--- src/rtl/eth_pkg.sv ---
// Shared definitions for the Ethernet TX framer and its CRC engine:
// the framer state encoding, fixed wire bytes, CRC constants and field sizes.
package eth_pkg;

  typedef enum logic [3:0] {
    ST_IDLE,
    ST_PREAMBLE,
    ST_SFD,
    ST_DST,
    ST_SRC,
    ST_VLAN,
    ST_LEN,
    ST_PAYLOAD,
    ST_PAD,
    ST_FCS,
    ST_IFG
  } eth_state_t;

  localparam logic [7:0]  PREAMBLE_BYTE = 8'h55;
  localparam logic [7:0]  SFD_BYTE      = 8'hD5;
  localparam logic [31:0] CRC_POLY      = 32'hEDB88320;
  localparam logic [31:0] CRC_INIT      = 32'hFFFFFFFF;
  localparam logic [15:0] VLAN_TPID     = 16'h8100;

  localparam int MAC_BYTES  = 6;
  localparam int LEN_BYTES  = 2;
  localparam int VLAN_BYTES = 4;
  localparam int FCS_BYTES  = 4;

  // One byte step of the reflected CRC-32, LSB of the data entering first.
  function automatic logic [31:0] crc32_byte(input logic [31:0] crc, input logic [7:0] data);
    logic [31:0] c;
    c = crc ^ {24'h0, data};
    for (int i = 0; i < 8; i++) begin
      c = c[0] ? ((c >> 1) ^ CRC_POLY) : (c >> 1);
    end
    return c;
  endfunction

endpackage

--- src/rtl/eth_crc32.sv ---
// Registered byte-wise reflected CRC-32. Shared between the TX framer and
// the RX checker, so it knows nothing about frame structure: clr reloads the
// seed, en folds one byte in, and the running remainder is always visible.
module eth_crc32
  import eth_pkg::*;
(
  input  logic        clk,
  input  logic        rst,
  input  logic        i_clr,
  input  logic        i_en,
  input  logic [7:0]  i_data,
  output logic [31:0] o_crc
);

  logic [31:0] r_crc;

  // Remainder register: clear has priority over a data update.
  always_ff @(posedge clk or posedge rst) begin
    if (rst) begin
      r_crc <= CRC_INIT;
    end else if (i_clr) begin
      r_crc <= CRC_INIT;
    end else if (i_en) begin
      r_crc <= crc32_byte(r_crc, i_data);
    end
  end

  assign o_crc = r_crc;

endmodule

--- src/rtl/eth_tx_framer.sv ---
// Streaming Ethernet TX framer: wraps a byte-streamed payload in preamble,
// SFD, addresses, length, zero padding and FCS, then holds off for the IFG.
// No frame buffer: payload bytes pass straight from s_data to txd.
// Optional 802.1Q tag insertion is built when ETH_TX_VLAN_EN is defined.
module eth_tx_framer
  import eth_pkg::*;
#(
  parameter logic [47:0] DST_MAC      = 48'h023528fbdd66,
  parameter logic [47:0] SRC_MAC      = 48'h072227acdb65,
  parameter int          PREAMBLE_LEN = 7,
  parameter int          MIN_PAYLOAD  = 46,
  parameter int          MAX_PAYLOAD  = 1500,
  parameter int          IFG_LEN      = 12
) (
  input  logic        clk,
  input  logic        rst,
  input  logic        i_hdr_valid,
  output logic        o_hdr_ready,
  input  logic [15:0] i_hdr_len,
  input  logic [15:0] i_hdr_tci,
  input  logic [7:0]  i_s_data,
  input  logic        i_s_valid,
  output logic        o_s_ready,
  input  logic        i_s_last,
  output logic [7:0]  o_txd,
  output logic        o_tx_en,
  output logic        o_tx_er,
  output logic        o_busy,
  output logic        o_frame_done,
  output logic        o_err_len
);

`ifdef ETH_TX_VLAN_EN
  // The tag counts toward the minimum frame size, so less padding is needed.
  localparam int MIN_EFF = MIN_PAYLOAD - VLAN_BYTES;
  localparam logic [15:0] L_VLAN_LAST = 16'(VLAN_BYTES - 1);
`else
  localparam int MIN_EFF = MIN_PAYLOAD;
`endif
  localparam logic [15:0] L_PRE_LAST = 16'(PREAMBLE_LEN - 1);
  localparam logic [15:0] L_MAC_LAST = 16'(MAC_BYTES - 1);
  localparam logic [15:0] L_LEN_LAST = 16'(LEN_BYTES - 1);
  localparam logic [15:0] L_FCS_LAST = 16'(FCS_BYTES - 1);
  localparam logic [15:0] L_IFG_LAST = 16'(IFG_LEN - 1);
  localparam logic [15:0] L_MIN_EFF  = 16'(MIN_EFF);
  localparam logic [15:0] L_MAX_PAY  = 16'(MAX_PAYLOAD);

  eth_state_t  r_state, w_next_state;
  logic [15:0] r_count, w_next_count;
  logic [15:0] r_len;
  logic        w_latch;

  logic [7:0]  w_txd;
  logic        w_tx_en, w_tx_er, w_frame_done, w_err_len;
  logic        w_crc_clr, w_crc_en;
  logic [31:0] w_crc, w_fcs, w_fcs_shift;
  logic        w_last_pos, w_pad_last;

  logic [7:0]  r_txd;
  logic        r_tx_en, r_tx_er, r_busy, r_frame_done, r_err_len;

`ifdef ETH_TX_VLAN_EN
  logic [15:0] r_tci;
`else
  logic        w_unused_tci;
  assign w_unused_tci = ^i_hdr_tci;
`endif

  function automatic logic [7:0] mac_byte(input logic [47:0] mac, input logic [15:0] idx);
    logic [47:0] sh;
    sh = mac << {idx[2:0], 3'b000};
    return sh[47:40];
  endfunction

  eth_crc32 u_crc (
    .clk    (clk),
    .rst    (rst),
    .i_clr  (w_crc_clr),
    .i_en   (w_crc_en),
    .i_data (w_txd),
    .o_crc  (w_crc)
  );

  assign w_fcs       = ~w_crc;
  assign w_fcs_shift = w_fcs >> {r_count[1:0], 3'b000};
  assign w_last_pos  = (r_count == r_len - 16'd1);
  assign w_pad_last  = (r_count == L_MIN_EFF - r_len - 16'd1);

  assign o_hdr_ready = (r_state == ST_IDLE);
  assign o_s_ready   = (r_state == ST_PAYLOAD);

  // State, per-state byte counter and latched header fields.
  always_ff @(posedge clk or posedge rst) begin
    if (rst) begin
      r_state <= ST_IDLE;
      r_count <= 16'd0;
      r_len   <= 16'd0;
`ifdef ETH_TX_VLAN_EN
      r_tci   <= 16'd0;
`endif
    end else begin
      r_state <= w_next_state;
      r_count <= w_next_count;
      if (w_latch) begin
        r_len <= i_hdr_len;
`ifdef ETH_TX_VLAN_EN
        r_tci <= i_hdr_tci;
`endif
      end
    end
  end

  // Next state plus the wire byte for the current state; the byte is
  // registered below, so txd always trails the state by one cycle.
  always_comb begin
    w_next_state = r_state;
    w_next_count = r_count + 16'd1;
    w_latch      = 1'b0;
    w_txd        = 8'h00;
    w_tx_en      = 1'b0;
    w_tx_er      = 1'b0;
    w_frame_done = 1'b0;
    w_err_len    = 1'b0;
    w_crc_clr    = 1'b0;
    w_crc_en     = 1'b0;
    case (r_state)
      ST_IDLE: begin
        w_next_count = 16'd0;
        if (i_hdr_valid) begin
          if (i_hdr_len == 16'd0 || i_hdr_len > L_MAX_PAY) begin
            w_err_len = 1'b1;
          end else begin
            w_latch      = 1'b1;
            w_next_state = ST_PREAMBLE;
          end
        end
      end
      ST_PREAMBLE: begin
        w_txd     = PREAMBLE_BYTE;
        w_tx_en   = 1'b1;
        w_crc_clr = 1'b1;
        if (r_count == L_PRE_LAST) begin
          w_next_state = ST_SFD;
          w_next_count = 16'd0;
        end
      end
      ST_SFD: begin
        w_txd        = SFD_BYTE;
        w_tx_en      = 1'b1;
        w_crc_clr    = 1'b1;
        w_next_state = ST_DST;
        w_next_count = 16'd0;
      end
      ST_DST: begin
        w_txd    = mac_byte(DST_MAC, r_count);
        w_tx_en  = 1'b1;
        w_crc_en = 1'b1;
        if (r_count == L_MAC_LAST) begin
          w_next_state = ST_SRC;
          w_next_count = 16'd0;
        end
      end
      ST_SRC: begin
        w_txd    = mac_byte(SRC_MAC, r_count);
        w_tx_en  = 1'b1;
        w_crc_en = 1'b1;
        if (r_count == L_MAC_LAST) begin
`ifdef ETH_TX_VLAN_EN
          w_next_state = ST_VLAN;
`else
          w_next_state = ST_LEN;
`endif
          w_next_count = 16'd0;
        end
      end
`ifdef ETH_TX_VLAN_EN
      ST_VLAN: begin
        w_tx_en  = 1'b1;
        w_crc_en = 1'b1;
        case (r_count[1:0])
          2'd0:    w_txd = VLAN_TPID[15:8];
          2'd1:    w_txd = VLAN_TPID[7:0];
          2'd2:    w_txd = r_tci[15:8];
          default: w_txd = r_tci[7:0];
        endcase
        if (r_count == L_VLAN_LAST) begin
          w_next_state = ST_LEN;
          w_next_count = 16'd0;
        end
      end
`endif
      ST_LEN: begin
        w_txd    = (r_count == 16'd0) ? r_len[15:8] : r_len[7:0];
        w_tx_en  = 1'b1;
        w_crc_en = 1'b1;
        if (r_count == L_LEN_LAST) begin
          w_next_state = ST_PAYLOAD;
          w_next_count = 16'd0;
        end
      end
      ST_PAYLOAD: begin
        w_tx_en = 1'b1;
        if (!i_s_valid) begin
          w_tx_er      = 1'b1;
          w_next_state = ST_IFG;
          w_next_count = 16'd0;
        end else begin
          w_txd    = i_s_data;
          w_crc_en = 1'b1;
          if (i_s_last != w_last_pos) begin
            w_tx_er      = 1'b1;
            w_err_len    = 1'b1;
            w_next_state = ST_IFG;
            w_next_count = 16'd0;
          end else if (w_last_pos) begin
            w_next_state = (r_len < L_MIN_EFF) ? ST_PAD : ST_FCS;
            w_next_count = 16'd0;
          end
        end
      end
      ST_PAD: begin
        w_tx_en  = 1'b1;
        w_crc_en = 1'b1;
        if (w_pad_last) begin
          w_next_state = ST_FCS;
          w_next_count = 16'd0;
        end
      end
      ST_FCS: begin
        w_txd   = w_fcs_shift[7:0];
        w_tx_en = 1'b1;
        if (r_count == L_FCS_LAST) begin
          w_frame_done = 1'b1;
          w_next_state = ST_IFG;
          w_next_count = 16'd0;
        end
      end
      ST_IFG: begin
        if (r_count == L_IFG_LAST) begin
          w_next_state = ST_IDLE;
          w_next_count = 16'd0;
        end
      end
      default: begin
        w_next_state = ST_IDLE;
        w_next_count = 16'd0;
      end
    endcase
  end

  // Registered GMII side and status pulses; busy follows the upcoming state.
  always_ff @(posedge clk or posedge rst) begin
    if (rst) begin
      r_txd        <= 8'h00;
      r_tx_en      <= 1'b0;
      r_tx_er      <= 1'b0;
      r_busy       <= 1'b0;
      r_frame_done <= 1'b0;
      r_err_len    <= 1'b0;
    end else begin
      r_txd        <= w_txd;
      r_tx_en      <= w_tx_en;
      r_tx_er      <= w_tx_er;
      r_busy       <= (w_next_state != ST_IDLE);
      r_frame_done <= w_frame_done;
      r_err_len    <= w_err_len;
    end
  end

  assign o_txd        = r_txd;
  assign o_tx_en      = r_tx_en;
  assign o_tx_er      = r_tx_er;
  assign o_busy       = r_busy;
  assign o_frame_done = r_frame_done;
  assign o_err_len    = r_err_len;

endmodule

--- config.mk ---
export PLATFORM = sky130hd
export DESIGN_NAME = eth_tx_framer
export DESIGN_NICKNAME = d
export VERILOG_FILES = /design/src/rtl/eth_pkg.sv /design/src/rtl/eth_crc32.sv /design/src/rtl/eth_tx_framer.sv
export SDC_FILE = /design/constraint.sdc
export NUM_CORES = 1
export LEC_CHECK = 0
export BUFFER_PORTS_ARGS = -buffer_cell sky130_fd_sc_hd__buf_2
export CAP_MARGIN = 5
export CORE_MARGIN = 2
export CORE_UTILIZATION = 45
export DETAILED_ROUTE_END_ITERATION = 10
export RECOVER_POWER = 25
export SLEW_MARGIN = 20
export SYNTH_ARGS = -nofsm -noshare
export SYNTH_HDL_FRONTEND = slang
export SYNTH_SLANG_ARGS = --single-unit
export TNS_END_PERCENT = 5
--- constraint.sdc ---
create_clock -name clk -period 5.07 [get_ports clk]
set_input_delay 1.014 -clock clk [delete_from_list [all_inputs] [get_ports clk]]
set_output_delay 1.014 -clock clk [all_outputs]
set_load 0.1 [all_outputs]
==> impl_metrics.yaml <==
critical_path:
  cp.required_ns: 5.36
  cpPeakStageDelay_ns: 0.75
  path_class: "flip-flop to flip-flop"
  critPathLaunch: "r_state[2]"
  path_max_fanout: 21
  start_kind: "flip-flop"
  end_kind: "flip-flop"
  slowest_stage: "dfrtp_1"
  cp_common_cell: "xnor2_1"
  cp.arrival_ns: 4.26
  worstPathCellList: "nand2b_1 -> or3_1 -> inv_1 -> ha_1 -> a221oi_2 -> a211oi_1 -> o21ai_2 -> xor2_4 -> xnor2_1 -> xnor2_1 -> xor3_1 -> a21oi_1"
  rr_startpoint: "r_state[2]"
min_path:
  hp-start: "u_crc.o_crc[30]"
  hp-class: "flip-flop to flip-flop"
synthesis:
  syn-num-nets: 681
  synth_area_per_cell_sq_um: 9.74
  synth-edff-count: 0
  netlist_instances: 625
  synth_warnings: 0
  synthArstFlopShare_pct: 100
  netlist_area_sq_um: 6090
  synth-seq-cells: 81
  synth_flop_cell: "dfrtp_1"
  synth.distinct_cells: 80
  synth_seq_area_share_pct: 33.9
pwr:
  ir_worst_vdd_v: 0.000296
  cellPowerDensity_nw_per_um2: 446
  leakagePower_nw: 2.60
final_layout:
  drive_gt1_share_pct: 24.1
  post-route-cell-area_sq_um: 6700
  syn_to_final_growth_pct: 10.0
  diodes: 0
  layout_commonest_cell: "xnor2_1"
  mostFrequentLayoutCells: "xnor2_1 (72), dfrtp_1 (49), nor2_1 (46)"
  final_nets: 702
  stdcell_count: 827
route:
  drt-vias-per-instance: 5.73
  drtAntennaViolNets: 0
  drt_pass1_iterations: 5
  vias: 4737
  drt_iter0_markers: 251
  wl_per_cell_microns: 18.6
  drc: 0
  drt-total-wl_mm: 15.4
sta:
  fin_crit_sh_pct: 78.3
  period_needed_ns: 3.97
  setup_tns_ns: 0
  maxSlewViolCount: 84
  fmax_mhz: 252
  skew_ns: 0.00933
  max_slew_margin_pct: -41.0
  rsz0062_at_grt: "false"
  tightest_slew_ns: 2.12
  hold_violations: 0
  setup_viol: 0
grt:
  track_usage_pct: 22.8
  grt_max_degree: 65
  use_met1_pct: 31.2
  grt_use_met3_pct: 3.77
  grt_antenna_before_repair: 0
  grt_pass1_vias: 4760
  busiest_layer: "met2"
  use_met2_pct: 37.0
  grt_pass1_wl_mm: 25.5
  grt_remaining_overflow: 0
placed_design:
  place_area_sq_um: 6400
  port_buffers: 43
  gp_congestion: 0.906
  dp_cells: 811
  dpl.hpwl_mm: 11.2
cts:
  htreeDepth: 3
  cts_buffers: 9
  cts_resized: 0
  clock_latency_ns: 0.35
  clk_transition_reported_paths_ns: 0.06
  root_buffer: "clkbuf_16"
  postCtsHoldBufs: 0
  tritoncts: "built"
  cts_buffer_depth: 2
  postCtsSetupRepairBufs: 0
  cts_sinks: 81
floorplanning:
  start_util_pct: 46.0
  die_h_microns: 120
  rows: 42
  dieWidth_microns: 120
  coreArea_sq_um: 13200
  dieArea_sq_um: 14500
  io_pins: 60
run_status:
  outcome: "finished with violations"
  violations: "capacitance limit, slew limit"
run:
  maxCapViolCount: 2
-- power by group --
part	switching, mW	internal (mW)	leakage, nW	total, mW
logic	0.915	0.592	1.47	1.51
registers	0.103	0.709	0.988	0.812
clock network	0.274	0.396	0.139	0.670
-- logic make-up after synthesis --
kind of cell	share of synthesized area [%]
and+or+nand+nor	18.6
AOI/OAI and AO/OA	14.5
xor gates and xnor gates	19.7
DFF	33.9
buffers and inverters	4.64
muxes	6.35
adders and majority gates	2.26
-- area by class of cell --
class / count / area (sq um)
clock buffer: 12 / 246
sequential: 81 / 2070
fill: 1244 / 6540
tap: 176 / 220
inverter: 17 / 65.1
multi-input combinational: 484 / 3760
clock inverter: 4 / 53.8
timing repair buffer: 53 / 287
-- worst paths after layout --
check / end / slack, ns / depth (start not counted)
max: u_crc.o_crc[23] / 1.10 / 12
max reg2reg: u_crc.o_crc[23] / 1.10 / 12
min reg2reg: u_crc.o_crc[30] / 0.55 / 2
min: u_crc.o_crc[30] / 0.55 / 2
max in group asynchronous: r_count[8] / 1.32 / 3
min in group asynchronous: o_txd[7] / 1.12 / 2
-- worst max-delay path: cells and delay by family, from the launching register on --
family	cells	cell delay (ns)
AOI/OAI and AO/OA	4	0.78
adders and majority gates	1	0.28
xor gates and xnor gates	4	1.37
and+or+nand+nor	2	0.58
DFF	1	0.75
buffers and inverters	1	0.14
-- cell usage after synthesis (11+ instances only) --
| cell type | instances | share of area (%) |
|---|---|---|
| xnor2_1 | 72 | 10 |
| dfrtp_1 | 49 | 20 |
| nor2_1 | 46 | 2.8 |
| a21oi_1 | 40 | 3.3 |
| nor3_1 | 38 | 3.1 |
| nand2_1 | 33 | 2.0 |
| dfstp_2 | 32 | 14 |
| xor2_1 | 27 | 3.9 |
| o21ai_0 | 23 | 1.9 |
| clkbuf_1 | 20 | 1.2 |
| inv_1 | 16 | 0.99 |
| buf_2 | 12 | 0.99 |
| ha_1 | 11 | 2.3 |
| nand3_1 | 11 | 0.90 |
| nor2b_1 | 11 | 1.1 |
-- metrics by stage --
step / util [%] / power (mW) / hold WS, ns / worst slack, ns
after floorplan: - / 2.05 / 0.513 / 1.28
after global placement: 48.4 / 2.31 / 0.536 / 1.16
after detailed placement: 48.4 / 2.33 / 0.554 / 1.11
after CTS: 50.6 / 3.01 / 0.562 / 1.09
after global routing: 50.6 / 3.17 / 0.591 / 0.609
final: 50.6 / 2.99 / 0.555 / 1.10
-- state kept, by name, summed over array words and instances (netlist names) --
signal        cells
r_count          16
o_busy            1
r_len            16
r_state           4
o_tx_en           1
o_err_len         1
u_crc.o_crc      32
o_txd             8
o_tx_er           1
o_frame_done      1
-- metal layers --
| metal | share of wire, % | vias up |
|---|---|---|
| met2 | 48 | 111 |
| met3 | 4.2 | 17 |
| met5 | 0 | - |
| met4 | 1.7 | 0 |
| met1 | 46 | 2341 |
| li1 | - | 2268 |
Power figures use the tool's default switching activity.
